### src/rtl/card_pkg.sv
// ============================================================================
// Module      : card_pkg
// Description : Shared card codes, slot indices, deal states and glyphs for
//               the baccarat card display path.
// Revision    : 1.0 - initial release
// ============================================================================
`default_nettype none

package card_pkg;

    typedef logic [3:0] card_t;

    localparam card_t CARD_EMPTY = 4'd0;
    localparam card_t CARD_ACE   = 4'd1;
    localparam card_t CARD_KING  = 4'd13;

    localparam logic [2:0] SLOT_P1 = 3'd0;
    localparam logic [2:0] SLOT_P2 = 3'd1;
    localparam logic [2:0] SLOT_P3 = 3'd2;
    localparam logic [2:0] SLOT_D1 = 3'd3;
    localparam logic [2:0] SLOT_D2 = 3'd4;
    localparam logic [2:0] SLOT_D3 = 3'd5;

    typedef enum logic [2:0] {
        S_P1    = 3'd0,
        S_D1    = 3'd1,
        S_P2    = 3'd2,
        S_D2    = 3'd3,
        S_THIRD = 3'd4,
        S_D3    = 3'd5,
        S_DONE  = 3'd6
    } deal_state_t;

    // Active-low segments, bit order {g,f,e,d,c,b,a}
    localparam logic [6:0] SEG_BLANK = 7'b1111111;
    localparam logic [6:0] SEG_A     = 7'b0001000;
    localparam logic [6:0] SEG_J     = 7'b1100001;
    localparam logic [6:0] SEG_Q     = 7'b0011000;
    localparam logic [6:0] SEG_K     = 7'b0001001;

    // Baccarat point value: pips count face value, tens and faces count zero
    function automatic logic [4:0] card_value(input card_t card);
        return ((card >= CARD_ACE) && (card <= 4'd9)) ? {1'b0, card} : 5'd0;
    endfunction

endpackage

`default_nettype wire

### src/rtl/card7seg.sv
// ============================================================================
// Module      : card7seg
// Description : Card code to active-low 7-segment glyph decoder.
// Revision    : 1.0 - initial release
// ============================================================================
`default_nettype none

module card7seg
    import card_pkg::*;
#(
    parameter logic [6:0] BLANK_SEG = SEG_BLANK
) (
    input  card_t      card,
    output logic [6:0] seg
);

    always_comb begin
        seg = BLANK_SEG;
        case (card)
            4'd1:    seg = SEG_A;
            4'd2:    seg = 7'b0100100;
            4'd3:    seg = 7'b0110000;
            4'd4:    seg = 7'b0011001;
            4'd5:    seg = 7'b0010010;
            4'd6:    seg = 7'b0000010;
            4'd7:    seg = 7'b1111000;
            4'd8:    seg = 7'b0000000;
            4'd9:    seg = 7'b0010000;
            4'd10:   seg = 7'b1000000;
            4'd11:   seg = SEG_J;
            4'd12:   seg = SEG_Q;
            4'd13:   seg = SEG_K;
            default: seg = BLANK_SEG;
        endcase
    end

endmodule

`default_nettype wire

### src/rtl/card_slot_display.sv
// ============================================================================
// Module      : card_slot_display
// Description : Stores dealt baccarat cards in six display slots, checks the
//               deal order, scores both hands. Optional winner comparator is
//               enabled by defining BACCARAT_WINNER_EN.
// Revision    : 1.0 - initial release
// ============================================================================
`default_nettype none

module card_slot_display
    import card_pkg::*;
#(
    parameter logic [6:0] BLANK_SEG = SEG_BLANK,
    parameter int         SCORE_MOD = 10
) (
    input  logic       slow_clock,
    input  logic       resetb,
    input  logic       load_valid,
    input  logic [2:0] load_slot,
    input  logic [3:0] load_card,
    input  logic       hand_end,
    output logic       load_ready,
    output logic [6:0] hex0,
    output logic [6:0] hex1,
    output logic [6:0] hex2,
    output logic [6:0] hex3,
    output logic [6:0] hex4,
    output logic [6:0] hex5,
    output logic [3:0] pscore,
    output logic [3:0] dscore,
    output logic       deal_done,
    output logic       order_err,
    output logic [1:0] winner
);

    localparam logic [4:0] c_score_mod = 5'(SCORE_MOD);

    deal_state_t r_state;
    deal_state_t w_state_next;
    deal_state_t w_after_load;
    card_t       r_slot [6];
    logic        r_order_err;
    logic        w_card_ok;
    logic        w_slot_legal;
    logic        w_accept;
    logic        w_err;
    logic [4:0]  w_psum;
    logic [4:0]  w_dsum;
    logic [6:0]  w_seg [6];

    assign load_ready = (r_state != S_DONE);
    assign deal_done  = (r_state == S_DONE);
    assign order_err  = r_order_err;

    always_ff @(posedge slow_clock or negedge resetb) begin
        if (!resetb) begin
            r_state <= S_P1;
        end else begin
            r_state <= w_state_next;
        end
    end

    always_comb begin
        w_card_ok    = (load_card >= CARD_ACE) && (load_card <= CARD_KING);
        w_slot_legal = 1'b0;
        w_after_load = r_state;
        case (r_state)
            S_P1: if (load_slot == SLOT_P1) begin
                w_slot_legal = 1'b1;
                w_after_load = S_D1;
            end
            S_D1: if (load_slot == SLOT_D1) begin
                w_slot_legal = 1'b1;
                w_after_load = S_P2;
            end
            S_P2: if (load_slot == SLOT_P2) begin
                w_slot_legal = 1'b1;
                w_after_load = S_D2;
            end
            S_D2: if (load_slot == SLOT_D2) begin
                w_slot_legal = 1'b1;
                w_after_load = S_THIRD;
            end
            S_THIRD: if (load_slot == SLOT_P3) begin
                w_slot_legal = 1'b1;
                w_after_load = S_D3;
            end else if (load_slot == SLOT_D3) begin
                w_slot_legal = 1'b1;
                w_after_load = S_DONE;
            end
            S_D3: if (load_slot == SLOT_D3) begin
                w_slot_legal = 1'b1;
                w_after_load = S_DONE;
            end
            default: w_slot_legal = 1'b0;
        endcase

        w_accept     = load_valid && load_ready && w_slot_legal && w_card_ok;
        w_err        = load_valid && !w_accept;
        w_state_next = w_accept ? w_after_load : r_state;

        // The load resolves first; hand_end then acts on the resulting state
        // unless that load itself finished the hand.
        if (hand_end && !(w_accept && (w_after_load == S_DONE))) begin
            if ((w_state_next == S_THIRD) || (w_state_next == S_D3)) begin
                w_state_next = S_DONE;
            end else begin
                w_err = 1'b1;
            end
        end
    end

    always_ff @(posedge slow_clock or negedge resetb) begin
        if (!resetb) begin
            r_order_err <= 1'b0;
            for (int i = 0; i < 6; i++) begin
                r_slot[i] <= CARD_EMPTY;
            end
        end else begin
            if (w_err) begin
                r_order_err <= 1'b1;
            end
            if (w_accept) begin
                r_slot[load_slot] <= load_card;
            end
        end
    end

    assign w_psum = card_value(r_slot[SLOT_P1]) + card_value(r_slot[SLOT_P2])
                  + card_value(r_slot[SLOT_P3]);
    assign w_dsum = card_value(r_slot[SLOT_D1]) + card_value(r_slot[SLOT_D2])
                  + card_value(r_slot[SLOT_D3]);
    assign pscore = 4'(w_psum % c_score_mod);
    assign dscore = 4'(w_dsum % c_score_mod);

`ifdef BACCARAT_WINNER_EN
    always_comb begin
        winner = 2'b00;
        if (r_state == S_DONE) begin
            if (pscore > dscore) begin
                winner = 2'b01;
            end else if (dscore > pscore) begin
                winner = 2'b10;
            end else begin
                winner = 2'b11;
            end
        end
    end
`else
    assign winner = 2'b00;
`endif

    for (genvar gi = 0; gi < 6; gi++) begin : g_seg
        card7seg #(
            .BLANK_SEG (BLANK_SEG)
        ) u_card7seg (
            .card (r_slot[gi]),
            .seg  (w_seg[gi])
        );
    end

    assign hex0 = w_seg[0];
    assign hex1 = w_seg[1];
    assign hex2 = w_seg[2];
    assign hex3 = w_seg[3];
    assign hex4 = w_seg[4];
    assign hex5 = w_seg[5];

endmodule

`default_nettype wire

### config.mk
export PLATFORM = sky130hd
export DESIGN_NAME = card_slot_display
export DESIGN_NICKNAME = d
export VERILOG_FILES = /design/src/rtl/card_pkg.sv /design/src/rtl/card7seg.sv /design/src/rtl/card_slot_display.sv
export SDC_FILE = /design/constraint.sdc
export NUM_CORES = 1
export LEC_CHECK = 0
export CORE_UTILIZATION = 45
export DETAILED_ROUTE_END_ITERATION = 6
export PLACE_DENSITY = 0.74
export SLEW_MARGIN = 10
export SYNTH_ARGS = -nofsm -noshare
export SYNTH_HDL_FRONTEND = slang
export SYNTH_SLANG_ARGS = --single-unit
export TNS_END_PERCENT = 100
### constraint.sdc
create_clock -name slow_clock -period 6.94 [get_ports slow_clock]
set_clock_uncertainty 0.05 [all_clocks]
set_input_delay 1.735 -clock slow_clock [delete_from_list [all_inputs] [get_ports slow_clock]]
set_output_delay 1.735 -clock slow_clock [all_outputs]
set_load 0.01 [all_outputs]
# Word level (Yosys, flattened, before mapping)
# Memory sizes are Yosys's and may differ from the RTL's.
# Index checks and enable logic that the tools add are counted.
# word_totals
regBits	28
rom_bits	672
inputBits	11
output_inout_bits	55
elab_cells	99
memories	6
# op_classes
addsub	4
div_mod_pow	2
n_lt_le_gt_ge	16
n_eq_ne	15
mux	28
n_bitwise	1
n_reduce_logical	19
# memory_table
name	words	word_bits	rd	rd_clocked_by_memory_dff	write_ports	line	source
(no name shown)	16	7	1	0	0	card7seg.sv:19	case (card)
(no name shown)	16	7	1	0	0	card7seg.sv:19	
(no name shown)	16	7	1	0	0	card7seg.sv:19	
(no name shown)	16	7	1	0	0	card7seg.sv:19	
(no name shown)	16	7	1	0	0	card7seg.sv:19	
(no name shown)	16	7	1	0	0	card7seg.sv:19	
# ops
cell	n
$ge 4x1->1 const B	7
$le 4x4->1 const B	7
$mux 4	7
$mux 3	9
$bwmux 24	1
$eq 3x3->1 const B	8
$pmux 3 s6	1
$logic_and 1x1->1	14
$demux 4 s3	1
$eq 3x2->1 const B	4
$add 4x4->5	2
$add 5x4->5	2
$mod 5x4->5 const B	2
$mux 1	8
$eq 3x1->1 const B	2
$logic_not 3->1	2
$pmux 1 s6	1
$ge 4x4->1 const B	1
$lt 4x1->1 const B	1
$not 3->4	1
$ne 3x3->1 const B	1
$logic_not 1->1	2
$logic_or 1x1->1	1

# Longest topological paths before layout
# Gate-level depths: netlist (run 1).
# depth
word_depth	11
ltp_mapped	21

# By module
# Synthesis (run 1) repeated with hierarchy kept, for this count alone.
# unflattened
hier_cells	443
hier_area_um2	3801.1
# by_module_without_submodules
mod	n_inst	cells_per_inst	area_per_inst_um2	seq_area_each_um2
card_slot_display	1	251	2389.8	700.7
card7seg at g_seg[1].u_card7seg ...	4	32	229.0	0.0
card7seg at g_seg[0].u_card7seg ...	2	32	247.7	0.0

# Worst setup path after synthesis (run 1)
# No wires, ideal clock.
# synth_path
kind	reg-to-output
start	register r_slot[17] (netlist bit)
end	output pscore[2]
arrival_time_ps	4447
setup_slack_ps	708
stages_incl_launch_ff	20
path_buffers	0
path_cell_list	dfrtp_1 inv_1 ha_1 nor4b_1 a21oi_1 and2_1 fa_1 ha_1 fa_1 xor2_1 inv_1 ha_1 nor2_1 nor2_1 xnor2_1 ha_1 nand3b_1 a211oi_1 a21oi_1 o31ai_1
# synth_via
elab_chain_cells	6
elab_cells_between_ends	7
cone_classes	add/sub (2); div (1); order compare (2); mux (1); reduce/logical (1)
# synth_lines
item	line	source
start: declaration	card_slot_display.sv:41	card_t r_slot [6];
start signal: indexed assignment	card_slot_display.sv:124	r_slot[load_slot] <= load_card;
$ge 4x1->1 / $le 4x4->1 (equally long branches)	card_pkg.sv:43	return ((card >= CARD_ACE) && (card <= 4'd9)) ? {1'b0, card} : 5'd0;
$logic_and 1x1->1	card_pkg.sv:43	
$mux 4 (*)	card_pkg.sv:43	
$add 4x4->5 (*)	card_slot_display.sv:129	assign w_psum = card_value(r_slot[SLOT_P1]) + card_value(r_slot[SLOT_P2])
$add 5x4->5 (*)	card_slot_display.sv:130	+ card_value(r_slot[SLOT_P3]);
$mod 5x4->5 (*)	card_slot_display.sv:133	assign pscore = 4'(w_psum % c_score_mod);
end: declaration	card_slot_display.sv:29	output logic [3:0] pscore,
# Mark *: on every way between the ends. The rest lies on a longest branch, timed or not.

# Worst setup path after layout (run 1)
# layout_path
start	register r_slot[4] (netlist bit)
end	output dscore[3]
# layout_via
elab_chain_cells	6
elab_cells_between_ends	7
cone_classes	add/sub (2); div (1); order compare (2); mux (1); reduce/logical (1)
# layout_lines
item	line	source
$ge 4x1->1 / $le 4x4->1 (equally long branches)	card_pkg.sv:43	
$logic_and 1x1->1	card_pkg.sv:43	
$mux 4 (*)	card_pkg.sv:43	
$add 4x4->5 (*)	card_slot_display.sv:131	assign w_dsum = card_value(r_slot[SLOT_D1]) + card_value(r_slot[SLOT_D2])
$add 5x4->5 (*)	card_slot_display.sv:132	+ card_value(r_slot[SLOT_D3]);
$mod 5x4->5 (*)	card_slot_display.sv:134	assign dscore = 4'(w_dsum % c_score_mod);
end: declaration	card_slot_display.sv:30	output logic [3:0] dscore,
# Marked as above.

==> impl_metrics.ini, run 1 <==
[setup_path]
reg2reg_depth = 5
r2r_start = r_state[2]$_DFF_PN0_
path_class = flip-flop to primary output
crit_start = r_slot[4]$_DFFE_PN0P_
r2r-end = r_slot[22]$_DFFE_PN0P_
endpoint = dscore[3]
required_ns = 5.16
start_kind = flip-flop
r2r_slack_ns = 4.65
cp-end-kind = primary output
cp_max_fo = 5
cp_data_arrival_time_ns = 4.96

[floorplan]
rows = 33
core_area_um2 = 8260
ios = 66
fp.dieH_um = 94.6
initial_core_util_pct = 46.7
die-area_um2 = 8940
die_x_um = 94.6

[logic_synthesis]
synth_area_leader_cell = dfrtp_1
ys_types = 68
yosys_most_used_dff = dfrtp_1
synth_top_area_share_pct = 18.2
syn_area_um2 = 3850
synth_edf_count = 0
ys_seq_area_share_pct = 18.2
ys_ff_latch = 28
synth.area.top_cells = dfrtp_1 (18%), ha_1 (14%), mux2_2 (6.7%), o21ai_0 (5.6%), fa_1 (5.2%)
syn_avg_cell_area_um2 = 8.20
async_flop_share_pct = 100
syn_inst = 470
yosys_warnings = 0

[clock_network]
cts_buffers = 3
clock-sinks = 28
cts-htree-levels = 1
clkSlewWorstSetupHoldPaths_ns = 0.10
clockBufferDepth = 2
cts_tree = yes
clk_latency_ns = 0.27
clockRootBuffer = clkbuf_8

[place]
hpwl_um = 6700
io_buffers = 63
dpl_cell_area_um2 = 4620
gp_congestion = 0.901

[grt]
grt_antenna_before_repair = 0
grt_max_degree = 29
grt_pass1_wl_um = 14500
grt_use_total_pct = 19.9
grt_pass1_vias = 3269
grt_overflow_total = 0

[drt]
wl_per_cell_um = 13.8
drt_iter0_markers = 217
drcViolationCount = 0
drt_first_pass_iters = 5
via_count = 3587
ant_nets = 0
drt_wl_total_um = 8890
vias_per_cell = 5.55

[finish]
multi_input_area_um2 = 2930
fin_nets = 607
drive_gt1_share_pct = 17.6
ff_latch_area_um2 = 707
n_fill_cell = 734
syn_to_final_growth_pct = 26.5
fin_area_um2 = 4870
diodes = 0

[hold_path]
hold_class = flip-flop to flip-flop
whs_path_depth = 2

[sta]
hold_violations = 0
max_freq_mhz = 148
tightest_slew_ns = 0.655
fin_tns_setup_ns = 0
slew_headroom_pct = 56.2
setup_viol = 0
post-route-min-period_ns = 6.75
drv_slew = 0
post-route-period-util_pct = 97.2

[run]
cap_viol_max_count = 0

[outcome]
outcome = finished, final reports clean
cell usage in the layout (no fill, tap or decap), types with 14 or more instances in the layout:
master / count
a21oi_1: 33
and2_1: 14
buf_4: 31
clkdlybuf4s50_1: 58
dfrtp_1: 23
ha_1: 40
inv_1: 41
mux2_2: 23
nand2_1: 32
nor2_1: 27
o21ai_0: 41
Yosys cell counts (4+ instances only):
| master | count |
|---|---|
| a211oi_1 | 6 |
| a21oi_1 | 33 |
| a221oi_1 | 4 |
| and2_1 | 14 |
| buf_4 | 4 |
| clkbuf_1 | 17 |
| dfrtp_1 | 28 |
| fa_1 | 10 |
| ha_1 | 44 |
| inv_1 | 45 |
| mux2_2 | 23 |
| mux2i_1 | 13 |
| nand2_1 | 32 |
| nand2b_1 | 9 |
| nand3_1 | 8 |
| nand3b_1 | 4 |
| nor2_1 | 30 |
| nor2b_1 | 11 |
| nor4b_1 | 4 |
| o21ai_0 | 43 |
| o21bai_1 | 4 |
| o31ai_1 | 9 |
| xnor2_1 | 5 |
| xor2_1 | 7 |
area by class of cell:
cell class,count,area share [%]
inverters,46,3.57
clock inverters,1,0.616
well taps,105,2.70
clock buffers,3,0.847
repair buffers,94,17.7
flip-flops and latches,28,14.5
multi-input cells,369,60.1
logic make-up after synthesis:
kind of cell               count (synthesis)  share of synthesized area (%)
xor gates and xnor gates                  12                           2.73
adders and majority gates                 54                           19.5
and+or+nand+nor                          137                           20.4
other                                      1                         0.0973
buffers and inverters                     74                           8.08
AOI/OAI and AO/OA                        127                           20.5
muxes                                     37                           10.5
DFF                                       28                           18.2
worst min path at each step:
stage	from	to
after floorplan	order_err$_DFFE_PN0P_	order_err$_DFFE_PN0P_
after global placement	order_err$_DFFE_PN0P_	order_err$_DFFE_PN0P_
final	order_err$_DFFE_PN0P_	order_err$_DFFE_PN0P_
after global routing	order_err$_DFFE_PN0P_	order_err$_DFFE_PN0P_
after CTS	order_err$_DFFE_PN0P_	order_err$_DFFE_PN0P_
after detailed placement	order_err$_DFFE_PN0P_	order_err$_DFFE_PN0P_
what timing repair did:
item                       4_1_cts  5_1_grt
hold buffers                     0        0
setup endpoints to repair        6        6
buffers inserted                 5        8
gates resized for setup         12       27
pin swaps                        3        4
per-stage QoR:
stage | setup slack [ns] | hold WS, ns | std cells | utilization [%]
global placement | 0.140 | 0.444 | 629 | 55.9
global route | -0.0606 | 0.474 | 646 | 59.0
floorplan | 0.708 | 0.474 | 471 | -
CTS | 0.000359 | 0.467 | 638 | 57.7
detailed placement | -0.150 | 0.441 | 629 | 55.9
finish | 0.192 | 0.467 | 646 | 59.0
per-layer routing:
layer	track usage [%]	vias to the layer above	routed length, um
met5	0	-	0
met2	34.0	92	4380
li1	-	1793	-
met3	2.09	8	281
met4	4.92	0	70
met1	26.8	1694	4160
sequential cells by signal, summed over array words and instances, names as in the netlist:
signal / flops
r_slot: 24
r_state: 3
order_err: 1
critical path, stage by stage (launching register included):
cell and delay, ns:
dfrtp_2 0.45, inv_2 0.10, ha_1 0.21, nor4b_2 0.23, nor2_1 0.08, and2_1 0.17, fa_1 0.46, ha_1 0.24
fa_1 0.41, xor2_2 0.19, inv_1 0.08, ha_1 0.22, nor2_2 0.14, nor2_1 0.06, xnor2_1 0.17, ha_2 0.22
o31ai_4 0.25, o21ai_1 0.12, a22oi_1 0.18, o21a_1 0.16, clkdlybuf4s50_1 0.53
Power of run 1 is not shown: default switching activity piles up to over one toggle a cycle in this logic, so the estimate is an artifact.
==> run 2, diff against run 1 <==
Settings changed: HOLD_SLACK_MARGIN set to 0.03, RECOVER_POWER set to 50.
==> impl_metrics.ini, run 2 (synthesis results as in run 1) <==
[outcome]
outcome = finished, final reports clean

[drt]
drt_iter0_markers = 225
wl_per_cell_um = 13.8
vias_per_cell = 5.56
ant_nets = 0
via_count = 3592
drcViolationCount = 0
drt_wl_total_um = 8920
drt_first_pass_iters = 5

[finish]
stdcell_count = 646
syn_to_final_growth_pct = 26.2
layout_common_cells = inv_1 (41), o21ai_0 (41), ha_1 (40), clkdlybuf4s50_1 (40), a21oi_1 (33)
top_register = r_slot
drive_gt1_share_pct = 16.8
fin_nets = 607
largest_register_ffs = 24
diodes = 0

[clock_network]
clock-sinks = 28
cts-htree-levels = 1
clkSlewWorstSetupHoldPaths_ns = 0.10
clockBufferDepth = 2
cts_tree = yes
clk_latency_ns = 0.28
cts_buffers = 3
clockRootBuffer = clkbuf_8

[sta]
setup_slack_ns = 0.201
hold_violations = 0
slew_headroom_pct = 1.07
post-route-period-util_pct = 97.1
post-route-min-period_ns = 6.74
max_freq_mhz = 148
fin_tns_setup_ns = 0
holdWs_ns = 0.462
setup_viol = 0
tightest_slew_ns = 1.48
drv_slew = 0

[setup_path]
r2r-end = r_slot[22]$_DFFE_PN0P_
r2r_start = r_state[2]$_DFF_PN0_
required_ns = 5.16
path_class = flip-flop to primary output
cp_max_fo = 5
cp.buffers_inverters = 3
r2r_slack_ns = 4.65
crit_start = r_slot[4]$_DFFE_PN0P_
cp-end-kind = primary output
reg2reg_depth = 5
critical_path.top_delay_family = adder cells
worstPathCellList = inv_2, ha_1, nor4b_2, nor2_1, and2_1, fa_1, ha_1, fa_1, xor2_2, inv_1, ha_1, nor2_2, nor2_1, xnor2_1, ha_2, o31ai_4, o21ai_1, a22oi_1, o21a_1, clkdlybuf4s50_1
crit_slowest_cell = clkdlybuf4s50_1
cp_data_arrival_time_ns = 4.95
max_stage_delay_ns = 0.53
start_kind = flip-flop
cp_common_cell = ha_1

[floorplan]
initial_core_util_pct = 46.7
fp.dieH_um = 94.6
die-area_um2 = 8940
die_x_um = 94.6
ios = 66
rows = 33
core_area_um2 = 8260

[run]
cap_viol_max_count = 0

[grt]
grt_use_met3_pct = 2.09
grt_pass1_wl_um = 14500
grt_antenna_before_repair = 0
grt_max_degree = 29
grt_use_total_pct = 19.9
use_met2_pct = 34.0
grt_pass1_vias = 3269
grt_use_met1_pct = 26.8
grt_overflow_total = 0
grt.busiest_layer = met2

[place]
dp_cells = 629
pre_cts_ws_ns = -0.150
io_buffers = 63
hpwl_um = 6700
gp_congestion = 0.901

[hold_path]
min-delay-start = order_err$_DFFE_PN0P_
hold_class = flip-flop to flip-flop
min_to = order_err$_DFFE_PN0P_
whs_path_depth = 2
run 2: layout make-up:
class | instances | area (um^2)
clock inverters | 1 | 30.0
well taps | 105 | 131
repair buffers | 94 | 857
clock buffers | 3 | 41.3
multi-input cells | 369 | 2920
flip-flops and latches | 28 | 706
inverters | 46 | 174
fillers | 737 | 3390
run 2: metal layers:
metal | vias to the layer above | part of all wire (%)
met1 | 1688 | 47
met4 | 0 | 1.1
met3 | 10 | 3.3
met2 | 101 | 49
li1 | 1793 | -
met5 | - | 0
run 2: how the worst max path moves through the flow:
stage	endpoint	slack, ns	cells past startpoint
after floorplan	pscore[2]	0.71	19
after global placement	pscore[2]	0.14	21
after detailed placement	pscore[2]	-0.15	21
after CTS	pscore[3]	0.0004	21
after global routing	dscore[3]	-0.06	20
final	dscore[3]	0.20	20
run 2: what timing repair did:
item,CTS,global route
hold buffers,0,0
setup buffers,5,8
endpoints found under the setup margin,6,6
pin swaps,3,4
gates resized for setup,12,27
run 2: tightest hold or removal path, delay by kind of cell (launching register included):
family | cells | cell delay (ns)
AOI/OAI and AO/OA | 2 | 0.12
DFF | 1 | 0.35
run 2: through the flow:
stage / cell area, um^2 / util [%]
floorplan: 3860 / -
global placement: 4620 / 55.9
detailed placement: 4620 / 55.9
CTS: 4770 / 57.7
global route: 4860 / 58.9
finish: 4860 / 58.9
Power of run 2 is left out for the same reason.
